--- src/rtl/pipe_pkg.sv ---
// Shared constants for the configurable inter-stage pipeline register:
// control-bit positions, default field widths and the bubble counter limits.
package pipe_pkg;

    localparam int unsigned CTRL_WREG  = 0;
    localparam int unsigned CTRL_M2REG = 1;
    localparam int unsigned CTRL_WMEM  = 2;

    localparam int unsigned DEF_DATA_W = 32;
    localparam int unsigned DEF_RN_W   = 5;
    localparam int unsigned DEF_CTRL_W = 3;

    localparam int unsigned             BUBBLE_CNT_W   = 16;
    localparam logic [BUBBLE_CNT_W-1:0] BUBBLE_CNT_MAX = 16'hFFFF;

    // Increment that sticks at the maximum instead of wrapping.
    function automatic logic [BUBBLE_CNT_W-1:0] sat_inc(input logic [BUBBLE_CNT_W-1:0] cnt);
        return (cnt == BUBBLE_CNT_MAX) ? cnt : cnt + 1'b1;
    endfunction

endpackage

--- src/rtl/pipe_slot.sv ---
// One pipeline slot: valid, ctrl, rn, alu and b flops with hold and bubble load.
// An invalid incoming entry is always stored as a full bubble.
module pipe_slot
    import pipe_pkg::*;
#(
    parameter int unsigned DATA_W = DEF_DATA_W,
    parameter int unsigned RN_W   = DEF_RN_W,
    parameter int unsigned CTRL_W = DEF_CTRL_W
) (
    input  logic              clk_i,
    input  logic              rst_ni,
    input  logic              hold_i,
    input  logic              load_bubble_i,
    input  logic              valid_i,
    input  logic [CTRL_W-1:0] ctrl_i,
    input  logic [RN_W-1:0]   rn_i,
    input  logic [DATA_W-1:0] alu_i,
    input  logic [DATA_W-1:0] b_i,
    output logic              valid_o,
    output logic [CTRL_W-1:0] ctrl_o,
    output logic [RN_W-1:0]   rn_o,
    output logic [DATA_W-1:0] alu_o,
    output logic [DATA_W-1:0] b_o
);

    logic              valid_q, valid_d;
    logic [CTRL_W-1:0] ctrl_q,  ctrl_d;
    logic [RN_W-1:0]   rn_q,    rn_d;
    logic [DATA_W-1:0] alu_q,   alu_d;
    logic [DATA_W-1:0] b_q,     b_d;

    always_comb begin
        valid_d = valid_q;
        ctrl_d  = ctrl_q;
        rn_d    = rn_q;
        alu_d   = alu_q;
        b_d     = b_q;
        if (!hold_i) begin
            if (load_bubble_i || !valid_i) begin
                valid_d = 1'b0;
                ctrl_d  = '0;
                rn_d    = '0;
                alu_d   = '0;
                b_d     = '0;
            end else begin
                valid_d = 1'b1;
                ctrl_d  = ctrl_i;
                rn_d    = rn_i;
                alu_d   = alu_i;
                b_d     = b_i;
            end
        end
    end

    always_ff @(posedge clk_i or negedge rst_ni) begin
        if (!rst_ni) begin
            valid_q <= 1'b0;
            ctrl_q  <= '0;
            rn_q    <= '0;
            alu_q   <= '0;
            b_q     <= '0;
        end else begin
            valid_q <= valid_d;
            ctrl_q  <= ctrl_d;
            rn_q    <= rn_d;
            alu_q   <= alu_d;
            b_q     <= b_d;
        end
    end

    assign valid_o = valid_q;
    assign ctrl_o  = ctrl_q;
    assign rn_o    = rn_q;
    assign alu_o   = alu_q;
    assign b_o     = b_q;

endmodule

--- src/rtl/pipe_stage_reg.sv ---
// Parametrised inter-stage pipeline register: DEPTH slots in series with stall, flush,
// per-slot forwarding taps and a saturating count of flush-injected bubbles.
module pipe_stage_reg
    import pipe_pkg::*;
#(
    parameter int unsigned DATA_W = DEF_DATA_W,
    parameter int unsigned RN_W   = DEF_RN_W,
    parameter int unsigned CTRL_W = DEF_CTRL_W,
    parameter int unsigned DEPTH  = 1
) (
    input  logic                    clock,
    input  logic                    resetn,
    input  logic                    stall,
    input  logic                    flush,
    input  logic                    in_valid,
    input  logic [CTRL_W-1:0]       in_ctrl,
    input  logic [RN_W-1:0]         in_rn,
    input  logic [DATA_W-1:0]       in_alu,
    input  logic [DATA_W-1:0]       in_b,
    output logic                    out_valid,
    output logic [CTRL_W-1:0]       out_ctrl,
    output logic [RN_W-1:0]         out_rn,
    output logic [DATA_W-1:0]       out_alu,
    output logic [DATA_W-1:0]       out_b,
    output logic [DEPTH-1:0]        fwd_wreg,
    output logic [DEPTH*RN_W-1:0]   fwd_rn,
    output logic [BUBBLE_CNT_W-1:0] bubble_cnt
);

    if (DEPTH < 1 || DEPTH > 4) begin : g_depth_check
        $error("pipe_stage_reg: DEPTH must be in 1..4");
    end

    logic              valid_s [DEPTH];
    logic [CTRL_W-1:0] ctrl_s  [DEPTH];
    logic [RN_W-1:0]   rn_s    [DEPTH];
    logic [DATA_W-1:0] alu_s   [DEPTH];
    logic [DATA_W-1:0] b_s     [DEPTH];

    for (genvar k = 0; k < DEPTH; k++) begin : g_slot
        logic              hold;
        logic              load_bubble;
        logic              v_in;
        logic [CTRL_W-1:0] c_in;
        logic [RN_W-1:0]   rn_in;
        logic [DATA_W-1:0] alu_in;
        logic [DATA_W-1:0] b_in;

        if (k == 0) begin : g_head
            // A flush wins over a stall for slot 0 only; later slots still hold.
            assign hold        = stall & ~flush;
            assign load_bubble = flush;
            assign v_in        = in_valid;
            assign c_in        = in_ctrl;
            assign rn_in       = in_rn;
            assign alu_in      = in_alu;
            assign b_in        = in_b;
        end else begin : g_tail
            assign hold        = stall;
            assign load_bubble = 1'b0;
            assign v_in        = valid_s[k-1];
            assign c_in        = ctrl_s[k-1];
            assign rn_in       = rn_s[k-1];
            assign alu_in      = alu_s[k-1];
            assign b_in        = b_s[k-1];
        end

        pipe_slot #(
            .DATA_W(DATA_W),
            .RN_W  (RN_W),
            .CTRL_W(CTRL_W)
        ) u_slot (
            .clk_i        (clock),
            .rst_ni       (resetn),
            .hold_i       (hold),
            .load_bubble_i(load_bubble),
            .valid_i      (v_in),
            .ctrl_i       (c_in),
            .rn_i         (rn_in),
            .alu_i        (alu_in),
            .b_i          (b_in),
            .valid_o      (valid_s[k]),
            .ctrl_o       (ctrl_s[k]),
            .rn_o         (rn_s[k]),
            .alu_o        (alu_s[k]),
            .b_o          (b_s[k])
        );

        assign fwd_wreg[k]              = valid_s[k] & ctrl_s[k][CTRL_WREG];
        assign fwd_rn[k*RN_W +: RN_W]   = rn_s[k];
    end

    assign out_valid = valid_s[DEPTH-1];
    assign out_ctrl  = ctrl_s[DEPTH-1];
    assign out_rn    = rn_s[DEPTH-1];
    assign out_alu   = alu_s[DEPTH-1];
    assign out_b     = b_s[DEPTH-1];

    logic [BUBBLE_CNT_W-1:0] bubble_cnt_q, bubble_cnt_d;

    always_comb begin
        bubble_cnt_d = bubble_cnt_q;
        if (flush) begin
            bubble_cnt_d = sat_inc(bubble_cnt_q);
        end
    end

    always_ff @(posedge clock or negedge resetn) begin
        if (!resetn) begin
            bubble_cnt_q <= '0;
        end else begin
            bubble_cnt_q <= bubble_cnt_d;
        end
    end

    assign bubble_cnt = bubble_cnt_q;

endmodule

--- config.mk ---
export PLATFORM = sky130hd
export DESIGN_NAME = pipe_stage_reg
export DESIGN_NICKNAME = d
export VERILOG_FILES = /design/src/rtl/pipe_pkg.sv /design/src/rtl/pipe_slot.sv /design/src/rtl/pipe_stage_reg.sv
export SDC_FILE = /design/constraint.sdc
export NUM_CORES = 1
export LEC_CHECK = 0
export CORE_MARGIN = 4
export CORE_UTILIZATION = 29
export CTS_CLUSTER_SIZE = 25
export DETAILED_ROUTE_END_ITERATION = 8
export GPL_TIMING_DRIVEN = 0
export PLACE_DENSITY = 0.58
export REMOVE_ABC_BUFFERS = 1
export SYNTH_ARGS = -nofsm -noshare
export SYNTH_HDL_FRONTEND = slang
export SYNTH_SLANG_ARGS = --single-unit
--- constraint.sdc ---
create_clock -name clock -period 2.5 [get_ports clock]
set_input_delay 0.625 -clock clock [delete_from_list [all_inputs] [get_ports clock]]
set_output_delay 0.625 -clock clock [all_outputs]
set_load 0.1 [all_outputs]
==> flow_metrics.py, run 1 <==
metrics = {
    "critical_path": {
        "cpPeakStageDelay_ns": 1.15,
        "critical_path.max_fanout": 2,
        "rrSetupSlack_ns": 0.47,
        "setup.worst_path.start_class": "flip-flop",
        "arrival_ns": 1.85,
        "crit_chain": "clkdlybuf4s50_1",
        "reg2reg_depth": 4,
        "cp_top_family": "buffers and inverters",
        "critPathBufInv": 1,
        "r2r-end": "bubble_cnt[1]$_DFFE_PN0P_",
        "critPathRequiredTime_ns": 1.88,
        "critPathKind": "reg2out",
        "end_kind": "output pin",
        "crit-reg2reg-launch": "bubble_cnt[8]$_DFFE_PN0P_",
        "slowest_stage": "clkdlybuf4s50_1",
    },
    "finish": {
        "layout-drive-gt1-share_pct": 8.51,
        "num_antenna_cells": 0,
        "stdcell_count": 566,
        "regArea_mm2": 0.00223,
        "multi_input_area_mm2": 0.00108,
        "fin_nets": 496,
        "fin_util_pct": 49.4,
        "area_growth_pct": 66.0,
        "fillers": 1054,
        "design_area_mm2": 0.00564,
    },
    "yosys": {
        "ys_seq_area_share_pct": 65.6,
        "synth-edff-count": 0,
        "syn-mean-instance-area_um2": 13.7,
        "synth_cells": 248,
        "synth-main-ff-cell": "dfrtp_1",
        "synth_compound_area_share_pct": 21.0,
        "yosys-top-cells-area": "dfrtp_1 66%, a22o_1 19%, xnor2_1 1.3%, clkbuf_1 1.2%, nand3_1 1.2%",
        "synth_top_area_cell": "dfrtp_1",
        "synth-xor-area-share_pct": 2.32,
        "synthSimpleGateAreaFrac_pct": 6.67,
        "synth-seq-cells": 89,
        "netlist.area_leader.share_pct": 65.6,
        "synth_area_mm2": 0.00340,
        "synth_mux_area_share_pct": 0.626,
        "synthAdderAreaFrac_pct": 0.368,
        "ys_types": 34,
        "synth_top_family_by_area": "compound AO/OA/AOI/OAI gates",
        "yosys_warnings": 0,
        "synth_async_sr_flop_share_pct": 100,
    },
    "pwr": {
        "powerDensity_mw_per_mm2": 757,
        "total_power_mw": 4.27,
        "p_leak_nw": 2.96,
        "vdd_ir_drop_max_uv": 736,
    },
    "global_routing": {
        "antenna_found_initial": 0,
        "grt_pass1_wl_um": 15400,
        "gr-total-overflow": 0,
        "grt_util_all_layers_pct": 14.6,
        "grt_pass1_vias": 2966,
        "grt_max_degree": 61,
    },
    "routing": {
        "drc": 0,
        "routed_via_density": 4.85,
        "num_vias": 2745,
        "finalWirelength_um": 10100,
        "drt_iter0_markers": 123,
        "dr.pass1.iters": 4,
        "drtAntennaViolNets": 0,
        "wl_per_cell_um": 17.8,
    },
    "timing": {
        "slew_headroom_pct": 32.6,
        "layout_worst_path_cycle_share_pct": 98.9,
        "finalClockSkew_ns": 0.00824,
        "hold_violations": 0,
        "worstMarginPinSlew_ns": 1.01,
        "finalMaxSlewViolations": 0,
        "fin_hold_ws_ns": 0.229,
        "fin_crit_ns": 2.47,
        "fmaxAchievable_mhz": 404,
        "setup_viol": 0,
    },
    "placement": {
        "dpl_cell_area_mm2": 0.00531,
        "post-dp-hpwl_um": 7120,
        "portBuffers": 171,
        "place.gp.congestion": 0.721,
        "dp.cells": 548,
    },
    "flow_run": {
        "max-cap-violations": 0,
    },
    "clock_tree": {
        "clkTransAtPathRegs_ns": 0.06,
        "cts_made_buffers": 9,
        "clk_latency_ns": 0.33,
        "cts_tree": "yes",
        "cts-root-buf": "clkbuf_16",
        "cts_hold_buf": 0,
        "clock-sinks": 89,
        "htree_levels": 3,
        "clk_path_buf_depth": 2,
    },
    "die": {
        "num_io_pins": 172,
        "die_area_mm2": 0.0135,
        "die_w_um": 116,
        "rows": 39,
        "initial_core_util_pct": 29.8,
        "die_height_um": 116,
        "coreArea_mm2": 0.0114,
    },
    "status": {
        "status": "finished clean",
    },
    "worst_hold_path": {
        "hold_class": "in2async",
    },
}
-- layout by cell type (no fill, tap or decap), types with 4 or more instances in the layout --
master,netlist,final
nand2_1,5,5
a22o_1,72,72
dfrtp_1,89,89
a21oi_1,6,6
xor2_1,4,4
clkdlybuf4s50_1,0,117
buf_6,0,5
dlymetal6s2s_1,0,26
xnor2_1,5,5
nand3_1,8,8
dlygate4sd2_1,0,27
clkbuf_16,0,9
nor3_1,5,5
nor2_1,5,5
-- cell families after synthesis --
kind of cell | after synthesis
muxes | 2
DFF | 89
AOI/OAI and AO/OA | 84
adders and majority gates | 1
buffers and inverters | 24
xor gates and xnor gates | 9
and+or+nand+nor | 39
-- layout make-up --
cell class	count	area share [%]
Clock buffer	9	3.99
Multi-Input combinational cell	136	19.1
Timing Repair Buffer	180	33.1
Clock inverter	7	0.954
Inverter	2	0.133
Sequential cell	89	39.5
Tap cell	143	3.17
-- power breakdown --
part	internal [mW]	switching [mW]
Clock	0.680	0.571
Sequential	1.54	0.101
Combinational	0.360	1.01
-- registers in the layout (all words and copies together) (netlist names) --
signal                 flops
g_slot.u_slot.valid_o      1
g_slot.u_slot.ctrl_o       3
bubble_cnt                16
g_slot.u_slot.alu_o       32
g_slot.u_slot.rn_o         5
g_slot.u_slot.b_o         32
-- synthesized netlist by cell type, types with 2 or more instances --
cell type and instances:
nor2_1 5, inv_1 2, nor3_1 5, clkbuf_1 11, nand2_1 5, and4_1 2, a22o_1 72, a41oi_1 2
buf_1 5, buf_4 5, xor2_1 4, xnor2_1 5, a21oi_1 6, nand4_1 3, nand3_1 8, and2_1 2
dfrtp_1 89
-- metrics by stage --
step           setup WS [ns]  TNS, ns
2_1_floorplan          -2.71  -197.31
4_1_cts              0.00366        0
5_1_grt              -0.0122  -0.0122
6_report              0.0266        0
3_3_place_gp           -6.23  -682.25
3_5_place_dp          -0.475   -16.36
-- how the worst max path moves through the flow --
stage | from | end | slack [ns] | cells after the start
floorplan | flush | g_slot[0].u_slot.alu_o[0]$_DFFE_PN0N_ | -2.71 | 2
detailed placement | flush | g_slot[0].u_slot.alu_o[9]$_DFFE_PN0N_ | -0.48 | 8
global placement | flush | g_slot[0].u_slot.b_o[22]$_DFFE_PN0N_ | -6.23 | 3
CTS | g_slot[0].u_slot.b_o[28]$_DFFE_PN0N_ | out_b[28] | 0.004 | 1
global route | g_slot[0].u_slot.alu_o[16]$_DFFE_PN0N_ | out_alu[16] | -0.01 | 1
finish | g_slot[0].u_slot.alu_o[16]$_DFFE_PN0N_ | out_alu[16] | 0.03 | 1
-- metal layers --
metal  up-vias  global-route usage (%)  wire length, µm
li1       1277                       -                -
met4         0                    5.65              163
met1      1333                    19.6             4510
met5         -                       0                0
met3        14                    4.46              854
met2       121                    22.3             4560
-- what timing repair did --
action                                  CTS  global route
buffers inserted                          1             0
gates cloned                              0             1
gates resized for setup                  28            26
pin swaps                                 1             0
hold endpoints to repair                  0             0
endpoints found under the setup margin   54            57
No activity file was read; power rests on OpenSTA's default activity.
==> run 2, diff against run 1 <==
--- a/config.mk
+++ b/config.mk
@@ -6,7 +6,7 @@
 export NUM_CORES = 1
 export LEC_CHECK = 0
 export CORE_MARGIN = 4
-export CORE_UTILIZATION = 29
+export CORE_UTILIZATION = 30
 export CTS_CLUSTER_SIZE = 25
 export DETAILED_ROUTE_END_ITERATION = 8
 export GPL_TIMING_DRIVEN = 0
@@ -14,4 +14,5 @@
 export REMOVE_ABC_BUFFERS = 1
 export SYNTH_ARGS = -nofsm -noshare
 export SYNTH_HDL_FRONTEND = slang
+export SYNTH_HIERARCHICAL = 1
 export SYNTH_SLANG_ARGS = --single-unit
==> run 2 against run 1 <==
- non-clock buffer count down 6
- highest routed layer unchanged
- final cell count up 27%
- register-to-register slack better by 0.26 ns
- fmax up 0.67%
- power up 1.6%
- design area up 6.2%
- global-route usage down 1.1 points
- synthesized cell count up 57%
==> flow_metrics.py, run 2 <==
metrics = {
    "status": {
        "status": "finished clean",
    },
    "yosys": {
        "syn-mean-instance-area_um2": 9.99,
        "yosys_warnings": 6,
        "synth_top_area_cell": "dfrtp_1",
        "synth-main-ff-cell": "dfrtp_1",
        "synth_cells": 390,
        "synth_most_common_cell": "dfrtp_1",
        "netlist.area_leader.share_pct": 57.2,
        "synth-edff-count": 0,
        "synth_async_sr_flop_share_pct": 100,
        "synth_commonest_cells": "89 x dfrtp_1, 78 x nand2_1, 72 x nand2b_1",
        "ys_seq_area_share_pct": 57.2,
        "synth-seq-cells": 89,
        "ys_types": 29,
        "yosys-top-cells-area": "dfrtp_1 57%, nand2b_1 12%, o21ai_1 9.0%, nand2_1 7.5%, buf_4 2.1%",
        "synth_area_mm2": 0.00389,
    },
    "die": {
        "die_height_um": 122,
        "coreArea_mm2": 0.0127,
        "num_io_pins": 172,
        "die_w_um": 122,
        "rows": 41,
        "initial_core_util_pct": 30.7,
        "die_area_mm2": 0.0149,
    },
    "routing": {
        "finalWirelength_um": 9910,
        "drt_iter0_markers": 169,
        "drtAntennaViolNets": 0,
        "wl_per_cell_um": 13.8,
        "routed_via_density": 4.43,
        "num_vias": 3192,
        "dr.pass1.iters": 4,
        "drc": 0,
    },
    "clock_tree": {
        "cts_tree": "yes",
        "clk_path_buf_depth": 2,
        "cts_made_buffers": 9,
        "post_cts_resized": 24,
        "htree_levels": 3,
        "clk_latency_ns": 0.33,
        "clock-sinks": 89,
        "cts_hold_buf": 0,
        "post-cts-setup-buffers": 0,
        "clkTransAtPathRegs_ns": 0.06,
        "cts-root-buf": "clkbuf_16",
    },
    "finish": {
        "multi_input_area_mm2": 0.00148,
        "fin_nets": 623,
        "area_growth_pct": 53.8,
        "layout_commonest_cell": "clkdlybuf4s50_1",
        "most-common-layout-cells": "120 x clkdlybuf4s50_1, 89 x dfrtp_1, 78 x nand2_1",
        "num_antenna_cells": 0,
        "regArea_mm2": 0.00223,
        "fillers": 1251,
        "fin_util_pct": 47.3,
        "layout-drive-gt1-share_pct": 3.83,
    },
    "flow_run": {
        "max-cap-violations": 0,
    },
    "global_routing": {
        "antenna_found_initial": 0,
        "grt_pass1_vias": 3120,
        "grt_max_degree": 74,
        "gr-total-overflow": 0,
        "grt_util_all_layers_pct": 13.5,
        "grt_pass1_wl_um": 16000,
    },
    "critical_path": {
        "setup.worst_path.start_class": "flip-flop",
        "cp_top_family": "buffers and inverters",
        "crit_chain": "clkdlybuf4s50_1",
        "critPathKind": "reg2out",
        "rrSetupSlack_ns": 0.73,
        "r2r-end": "bubble_cnt[1]$_DFFE_PN0P_",
        "critPathRequiredTime_ns": 1.88,
        "arrival_ns": 1.83,
        "startpoint": "g_slot[0].u_slot/rn_o[2]$_DFFE_PN0N_",
        "end_kind": "output pin",
        "critical_path.max_fanout": 3,
        "slowest_stage": "clkdlybuf4s50_1",
        "crit-reg2reg-launch": "bubble_cnt[8]$_DFFE_PN0P_",
        "cpPeakStageDelay_ns": 1.14,
        "crit_cells": 1,
        "critPathBufInv": 1,
        "reg2reg_depth": 4,
    },
    "pwr": {
        "powerDensity_mw_per_mm2": 723,
        "p_leak_nw": 3.00,
        "vdd_ir_drop_max_uv": 750,
        "total_power_mw": 4.33,
    },
    "placement": {
        "post-dp-hpwl_um": 6950,
        "portBuffers": 171,
        "place.gp.congestion": 0.725,
    },
    "timing": {
        "fmaxAchievable_mhz": 407,
        "setup_viol": 0,
        "hold_violations": 0,
        "worstMarginPinSlew_ns": 1.01,
        "finalClockSkew_ns": 0.00342,
        "slew_headroom_pct": 32.5,
        "finalMaxSlewViolations": 0,
        "layout_worst_path_cycle_share_pct": 98.3,
        "fin_crit_ns": 2.46,
    },
    "worst_hold_path": {
        "hold_class": "in2async",
    },
}
-- run 2: cell count changes in the layout (fill, tap and decap cells not counted), sizes merged, moves of 4 or more --
| cell | previous run | this run |
|---|---|---|
| buf | 10 | 4 |
| nor2 | 5 | 0 |
| a22o | 72 | 0 |
| clkbuf | 9 | 14 |
| o21ai | 0 | 77 |
| inv | 4 | 0 |
| nand2b | 0 | 73 |
| nand2 | 5 | 79 |
| nand3 | 8 | 2 |
| a21oi | 6 | 2 |
| nand4 | 4 | 10 |
-- run 2: worst max path at each step --
| stage | endpoint | slack, ns |
|---|---|---|
| 3_5_place_dp | g_slot[0].u_slot/b_o[15]$_DFFE_PN0N_ | -0.13 |
| 5_1_grt | out_b[17] | -0.002 |
| 3_3_place_gp | g_slot[0].u_slot/b_o[10]$_DFFE_PN0N_ | -4.96 |
| 2_1_floorplan | g_slot[0].u_slot/alu_o[30]$_DFFE_PN0N_ | -2.33 |
| 6_report | out_rn[2] | 0.04 |
| 4_1_cts | out_rn[0] | 0.0001 |
-- run 2: report_power, final --
part | internal, mW | switching [mW] | total (mW)
Clock | 0.718 | 0.506 | 1.22
Combinational | 0.368 | 1.09 | 1.46
Sequential | 1.55 | 0.0970 | 1.65
-- run 2: routing by layer --
metal	track usage [%]	vias to the layer above	routed length, µm
li1	-	1587	-
met1	18.8	1479	4490
met2	19.3	113	4410
met3	4.46	13	829
met4	5.46	0	179
met5	0	-	0
-- run 2: per-stage QoR --
step	area, µm²	hold slack [ns]	TNS (ns)	setup slack [ns]	std cells
after floorplan	3700	0.329	-170.09	-2.33	360
after global placement	5630	0.469	-591.16	-4.96	703
after detailed placement	5690	0.477	-5.51	-0.130	706
after CTS	5920	0.331	0	0.000127	720
after global routing	5990	0.371	-0.00174	-0.00174	720
final	5990	0.310	0	0.0431	720
-- run 2: cell families after synthesis --
group / count (synthesis) / share of synthesized area, %
simple gates: 177 / 24.0
buf+inv: 30 / 5.04
fa+ha+maj: 1 / 0.321
xor+xnor: 12 / 2.70
mux: 1 / 0.385
flops: 89 / 57.2
compound gates: 80 / 10.3
-- run 2: layout make-up --
type / instances / share of cell area, %
Clock buffer: 14 / 4.41
Tap cell: 172 / 3.59
Timing Repair Buffer: 174 / 30.1
Multi-Input combinational cell: 271 / 24.7
Sequential cell: 89 / 37.2
==> run 3, diff against run 2 <==
--- a/config.mk
+++ b/config.mk
@@ -5,6 +5,7 @@
 export SDC_FILE = /design/constraint.sdc
 export NUM_CORES = 1
 export LEC_CHECK = 0
+export CAP_MARGIN = 0
 export CORE_MARGIN = 4
 export CORE_UTILIZATION = 30
 export CTS_CLUSTER_SIZE = 25
==> results of run 3 <==
No change in the layout: final DEF, timing and power equal those of run 2.
